<file path="src/rtl/clkdiv_prog.sv">
// Programmable clock-enable generator: oversample tick, baud tick and
// baud-rate square wave, with glitch-free divisor reload and phase sync.
module clkdiv_prog #(
  parameter int CNT_W      = 16,
  parameter int OVERSAMPLE = 16,
  parameter int DEF_DIV    = 27
) (
  input  logic             clk,
  input  logic             rst,
  input  logic             en,
  input  logic [CNT_W-1:0] div_val,
  input  logic             div_load,
  input  logic             sync,
  output logic             div_pend,
  output logic             div_err,
  output logic             os_tick,
  output logic             baud_tick,
  output logic             clk_div
);

  localparam int OS_W = (OVERSAMPLE > 2) ? $clog2(OVERSAMPLE) : 1;
  localparam logic [OS_W-1:0]  OS_LAST = OS_W'(OVERSAMPLE - 1);
  localparam logic [OS_W-1:0]  OS_HALF = OS_W'(OVERSAMPLE / 2);
  localparam logic [CNT_W-1:0] DIV_RST = CNT_W'(DEF_DIV);

  logic [CNT_W-1:0] r_cnt;
  logic [CNT_W-1:0] r_div_q;
  logic [CNT_W-1:0] r_stage;
  logic [OS_W-1:0]  r_os_cnt;
  logic             r_pend;
  logic             r_err;
  logic             r_os_tick;
  logic             r_baud_tick;
  logic             r_clk_div;

  logic             w_wrap;
  logic             w_bound;
  logic             w_load_ok;
  logic             w_os_last;
  logic [CNT_W-1:0] w_cnt_nxt;
  logic [OS_W-1:0]  w_os_nxt;

  // sync outranks the prescaler wrap, so a wrap is never seen with sync
  always_comb begin
    w_wrap    = en && !sync && (r_cnt == (r_div_q - CNT_W'(1)));
    w_bound   = w_wrap || sync;
    w_load_ok = div_load && (div_val >= CNT_W'(2));
    w_os_last = (r_os_cnt == OS_LAST);
    w_cnt_nxt = r_cnt;
    w_os_nxt  = r_os_cnt;
    if (sync) begin
      w_cnt_nxt = '0;
      w_os_nxt  = '0;
    end else if (w_wrap) begin
      w_cnt_nxt = '0;
      w_os_nxt  = w_os_last ? '0 : r_os_cnt + OS_W'(1);
    end else if (en) begin
      w_cnt_nxt = r_cnt + CNT_W'(1);
    end
  end

  always_ff @(posedge clk or posedge rst) begin
    if (rst) begin
      r_cnt       <= '0;
      r_os_cnt    <= '0;
      r_os_tick   <= 1'b0;
      r_baud_tick <= 1'b0;
      r_clk_div   <= 1'b0;
    end else begin
      r_cnt       <= w_cnt_nxt;
      r_os_cnt    <= w_os_nxt;
      r_os_tick   <= w_wrap;
      r_baud_tick <= w_wrap && w_os_last;
      r_clk_div   <= (w_os_nxt >= OS_HALF);
    end
  end

  // divisor only changes at a boundary, so no period is ever cut short
  always_ff @(posedge clk or posedge rst) begin
    if (rst) begin
      r_div_q <= DIV_RST;
      r_stage <= '0;
      r_pend  <= 1'b0;
      r_err   <= 1'b0;
    end else begin
      r_err <= div_load && !w_load_ok;
      if (w_bound) begin
        r_pend <= 1'b0;
        if (w_load_ok) begin
          r_div_q <= div_val;
        end else if (r_pend) begin
          r_div_q <= r_stage;
        end
      end else if (w_load_ok) begin
        r_stage <= div_val;
        r_pend  <= 1'b1;
      end
    end
  end

  assign div_pend  = r_pend;
  assign div_err   = r_err;
  assign os_tick   = r_os_tick;
  assign baud_tick = r_baud_tick;
  assign clk_div   = r_clk_div;

endmodule

</file>
<file path="config.mk">
export PLATFORM = sky130hd
export DESIGN_NAME = clkdiv_prog
export DESIGN_NICKNAME = d
export VERILOG_FILES = /design/src/rtl/clkdiv_prog.sv
export SDC_FILE = /design/constraint.sdc
export NUM_CORES = 1
export LEC_CHECK = 0
export CAP_MARGIN = 0
export CORE_ASPECT_RATIO = 0.6
export CORE_UTILIZATION = 55
export DETAILED_ROUTE_END_ITERATION = 7
export PLACE_DENSITY = 0.76
export SETUP_SLACK_MARGIN = 0.15
export SLEW_MARGIN = 25
export SYNTH_ARGS = -nofsm -noshare
export SYNTH_HDL_FRONTEND = slang
export SYNTH_SLANG_ARGS = --single-unit
export TNS_END_PERCENT = 20
</file>
<file path="constraint.sdc">
create_clock -name clk -period 3.08 [get_ports clk]
set_input_delay 0.616 -clock clk [delete_from_list [all_inputs] [get_ports clk]]
set_output_delay 0.616 -clock clk [all_outputs]
set_load 0.02 [all_outputs]
</file>
Yosys cells after proc, flatten, opt, wreduce, memory -nomap -nowiden --
Cells that the tools add are included.
Storage, ports and cells: register bits 57, bits of input ports 21
Cells by class: add/subtract/negate cells 3, bitwise logic cells 1, $lt $le $gt $ge 2, reductions and logical operators 13, muxes and demuxes 10, eq/ne operators 2
Operators by type and width (number):
- two-way mux 16 bit | 5
- adder 16 x 1 -> 16 bit (second input constant) | 1
- equality test 16 bit | 1
- greater-or-equal comparator 16 x 2 -> 1 bit (second input constant) | 1
- subtractor 16 x 1 -> 16 bit (second input constant) | 1
- two-way mux 4 bit | 3
- logical AND 1 bit | 5
- adder 4 x 1 -> 4 bit (second input constant) | 1
- equality test 4 bit (second input constant) | 1
- greater-or-equal comparator 4 bit (second input constant) | 1
- AND reduction 2 bit | 2
- nonzero test 2 bit | 2
- nonzero test 3 bit | 1
- zero test 1 bit | 2
- two-way mux 1 bit | 2
- logical OR 1 bit | 1
- NOT 1 bit | 1

Logic depth before layout (Yosys ltp) --
depth after elaboration 6, mapped depth 12, mapped depth without buffers 10

Worst setup path after synthesis --
Ideal clock, no wire load.
path kind flip-flop to flip-flop, start reg r_div_q[0], end reg r_stage[0], period minus slack after synthesis 2.802 ns, setup slack 0.278 ns, arrival 2.677 ns, cell stages (with the launch flop) 13, setup time 0.125 ns, path buffers 2, cells stage by stage dfstp_2 -> inv_1 -> ha_1 -> clkbuf_1 -> xor2_1 -> o21ai_0 -> o21ai_0 -> nor3_1 -> o211ai_1 -> o31ai_4 -> nor2_4 -> buf_6 -> mux2_4
Between the ends: word-level cells in the longest chain between the ends 6
RTL lines:
- start, declared | line 27 | logic [CNT_W-1:0] r_div_q;
- start signal, assigned | line 90 | r_div_q <= div_val;
- start signal, assigned | line 92 | r_div_q <= r_stage;
- subtractor 16 x 1 -> 16 bit | line 45 | w_wrap = en && !sync && (r_cnt == (r_div_q - CNT_W'(1)));
- equality test 16 bit | line 45
- logical AND 1 bit | line 45
- logical OR 1 bit | line 46 | w_bound = w_wrap || sync;
- NOT 1 bit (no source line)
- AND reduction 2 bit (no source line)
- end signal, assigned | line 95 | r_stage <= div_val;
- end, declared | line 28 | logic [CNT_W-1:0] r_stage;
Every way passes these cells. A chain may end at the register's enable or synchronous reset.

Worst setup path after layout --
start reg r_div_q[0], end reg r_stage[9]
The elaborated chain is that of the path after synthesis.

==> impl_summary.txt <==
----------------------------------------------------
[Critical path]
  Cell with the largest stage delay on the worst path ... dfstp_2
  Worst-path fanout max ... 16
  Total buffers and inverters traversed by the critical path ... 4
  Reg-to-reg endpoint ... r_stage[9]$_DFFE_PP0P_
  Start of the worst register-to-register path ... r_div_q[0]$_DFFE_PP1P_
  Crit start category ... flop
  Ordered list of cells on the worst path ... inv_1 -> ha_1 -> buf_4 -> nand3_1 -> mux2i_1 -> o31a_1 -> o211ai_4 -> o31ai_4 -> buf_4 -> nor2_4 -> buf_12 -> mux2_2
  Number of cells on the worst reg-to-reg path ... 12
  Kind of end point of the critical path ... flop
  Max incr delay on CP ... 0.59 ns
  Worst path top cell family by delay ... compound AO/OA/AOI/OAI gates
  Critical path required time ... between 3 and 4 ns
  Setup CP Type ... flop to flop
  WP data arrival ... 3.10 ns
  Crit-path most repeated cell ... buf_4
  Worst reg-to-reg setup slack ... 0.20 ns

[Synthesis]
  Seq/Total Area, Yosys ... 0.442
  Primary FF master, synth ... dfrtp_1
  Net Count, Synth ... 338
  Post-Synthesis Cells ... between 300 and 400
  Number of flops mapped to enable cells by yosys ... 0
  Yosys warning total ... 0
  Cell accounting for the most synthesized area ... dfrtp_1
  Synth unique cells ... 53
  Cell types with the largest area share after synthesis ... dfrtp_1 (41%), xor2_1 (4.7%), mux2_4 (4.2%), xnor2_1 (4.1%), nor2_1 (3.9%)
  Synth Cell Area ... 0.00318 mm^2
  Top cell type's share of synthesized area ... 0.409
  Cell with the most instances after synthesis ... dfrtp_1
  Number of synthesized register bits ... 56
  Share of flip-flops with an asynchronous set or reset ... 1.00
  Most common library cells after synthesis ... dfrtp_1 (52), nor2_1 (33), nand2_1 (20)
  Synth Area per Inst ... 10.1 um^2

[Timing]
  Slew @ Worst Pin ... ~0.70 ns
  Final-report hold violation count ... 0
  Final setup skew ... 0.00764 ns
  Number of max-slew violations in the final report ... 0
  Unrepaired setup endpoints after global routing ... yes
  FMAX ... 347 MHz
  Setup violators final ... 0
  Minimum clock period ... 2.88 ns
  Post-route clock period utilization ... 0.936
  Total Negative Setup Slacks ... 0 ns
  Headroom to the max-slew limit ... 0.536

[Pwr]
  Sw Share ... 0.303
  Power density over cell area ... 443 mW/mm^2
  Internal power component ... 1.14 mW
  Portion of total power attributed to sequential cells ... 0.538
  Standby leakage power ... between 1 and 1.5 nW
  Power share of the combinational group ... 0.205
  Clk network pwr share ... 0.257
  Reported net switching power ... between 400 and 500 uW
  Tot Pwr ... 1.64 mW
  Largest voltage drop on the vdd net ... 0.252 mV

[Layout]
  Synthesis-to-layout area growth ... 16.4%
  Diode count ... 0
  Net count of the finished layout ... 370
  End-of-flow core utilization ... 0.665
  Share of layout cells above drive strength 1 ... 0.164
  Post-layout instance area ... 0.00370 mm^2

[Clock tree]
  Clock latency on the worst-skew pair ... ~0.32 ns
  Maximum number of buffers from clock root to sink ... 2
  CTS tree ... built
  CTS hold repair buffers ... 0
  Number of buffers inserted during clock tree synthesis ... 5
  Clock sink count ... 56
  Clock Pin Slew Worst Setup and Hold Paths ... 0.11 ns
  Htree depth ... 2
  Clock root cell ... clkbuf_8

[Floorplanning]
  Std cell rows ... 21
  Starting density of the core ... 0.571
  Floorplan die area ... 0.00610 mm^2
  Die Wd ... 100 um
  Count of pins on the block boundary ... 26
  Vertical die dimension ... 60.9 um
  Placeable core region ... 0.00557 mm^2

[GRT]
  Gr usage total ... 0.252
  Number of global-route vias before repair ... 2344
  Maximum number of pins on one net before global-route repair ... 57
  Number of antenna violations at the first check in global routing ... 0
  GRT Residual Overflow ... 0
  Global-route wire length before repair ... 11600 um

[Detailed routing]
  Starting DRC count in detailed routing ... ~130
  Final routed wire length divided by cell count ... approximately 17 um
  Detailed-route wire length ... 7200 um
  Routed via count ... 2546
  Count of antenna-violating nets left after detailed routing ... 0
  Number of iterations in the first detailed-routing pass ... 4
  Remaining design rule violation count ... 0
  Via density ... 5.96

[Min path]
  Start point of the worst min-delay path ... r_stage[10]$_DFFE_PP0P_
  Min-Delay Endpoint ... r_stage[10]$_DFFE_PP0P_
  Type of the tightest min-delay check ... flop to flop
  Min-Delay Path Depth ... 1

[Flow run]
  Max-cap violations ... 0

[Run status]
  Result of the run ... finished, final reports clean

[Placement]
  Area after detailed placement ... roughly 0.0036 mm^2
  Number of buffers inserted by port buffering ... 25
  Hpwl dp ... 5340 um
  Routability congestion estimate from global placement ... 0.859

----------------------------------------------------
[power groups by stage]
| stage | Sequential, mW | Combinational (mW) | Clock [mW] |
|---|---|---|---|
| 2_1_floorplan | 0.871 | 0.237 | 0 |
| 3_3_place_gp | 0.891 | 0.315 | 0 |
| 3_5_place_dp | 0.892 | 0.324 | 0 |
| 4_1_cts | 0.880 | 0.327 | 0.429 |
| 5_1_grt | 0.889 | 0.367 | 0.459 |
| 6_report | 0.883 | 0.336 | 0.421 |
[repair_timing]
action                     CTS  global route
pin swaps                    1             3
setup endpoints to repair   28            37
resized for setup            0             8
buffers inserted             1             2
[worst register-to-register path, cell delays in order (launching register included)]
cell	delay [ns]
dfstp_2	0.59
inv_1	0.06
ha_1	0.24
buf_4	0.19
nand3_1	0.15
mux2i_1	0.10
o31a_1	0.35
o211ai_4	0.23
o31ai_4	0.11
buf_4	0.15
nor2_4	0.09
buf_12	0.17
mux2_2	0.35
[metal layers]
| layer | part of all wire | vias up | wire length [um] | track usage |
|---|---|---|---|---|
| met2 | 0.42 | 73 | 3040 | 0.377 |
| li1 | - | 1210 | - | - |
| met1 | 0.50 | 1255 | 3620 | 0.383 |
| met4 | 0.010 | 0 | 74 | 0.0621 |
| met3 | 0.065 | 8 | 467 | 0.0403 |
| met5 | 0 | - | 0 | 0 |
[sequential cells by signal, indices dropped and copies added (netlist names)]
signal	count
div_pend	1
baud_tick	1
r_os_cnt	3
r_div_q	16
os_tick	1
clk_div	1
r_stage	16
div_err	1
r_cnt	16
[worst max-delay path by stage]
stage	from	endpoint	slack, ns	cells past startpoint
floorplan	r_div_q[0]$_DFFE_PP1P_	r_stage[0]$_DFFE_PP0P_	0.28	12
CTS	r_div_q[0]$_DFFE_PP1P_	r_div_q[15]$_DFFE_PP0P_	0.06	11
finish	r_div_q[0]$_DFFE_PP1P_	r_stage[9]$_DFFE_PP0P_	0.20	12
global placement	r_div_q[0]$_DFFE_PP1P_	r_stage[15]$_DFFE_PP0P_	0.08	10
detailed placement	r_div_q[0]$_DFFE_PP1P_	r_stage[15]$_DFFE_PP0P_	0.03	10
global route	r_div_q[0]$_DFFE_PP1P_	r_stage[13]$_DFFE_PP0P_	0.06	12
[logic make-up after synthesis]
group / Yosys count / synth area share
mux: 18 / 0.0731
xor+xnor: 32 / 0.0881
flops: 56 / 0.442
buf+inv: 28 / 0.0393
fa+ha+maj: 3 / 0.0118
simple gates: 114 / 0.196
compound gates: 63 / 0.150
[cell usage in the layout, fill, tap and decap left out, types with 8 or more instances in the layout]
cell	instances
clkdlybuf4s50_1	25
inv_1	10
dfrtp_1	52
nand4_1	13
nor3_1	8
buf_4	16
xnor2_1	15
nor2_1	33
o22ai_1	14
mux2_4	9
a2bb2oi_1	10
xor2_1	17
nand2_1	19
[final cells by class]
class	instances	area, um^2
inverter	11	41.3
tap	80	100
timing repair buffer	42	390
multi-input combinational	230	1680
fill	451	1870
sequential	56	1410
clock buffer	5	68.8
clock inverter	3	22.5
[stage by stage]
stage | hold slack (ns) | setup slack [ns] | cells
final | 0.519 | 0.197 | 427
after global routing | 0.537 | 0.0563 | 427
after detailed placement | 0.498 | 0.0261 | 416
after floorplan | 0.482 | 0.278 | 314
after global placement | 0.491 | 0.0774 | 416
after CTS | 0.522 | 0.0561 | 425
Power figures use the tool's default switching activity.
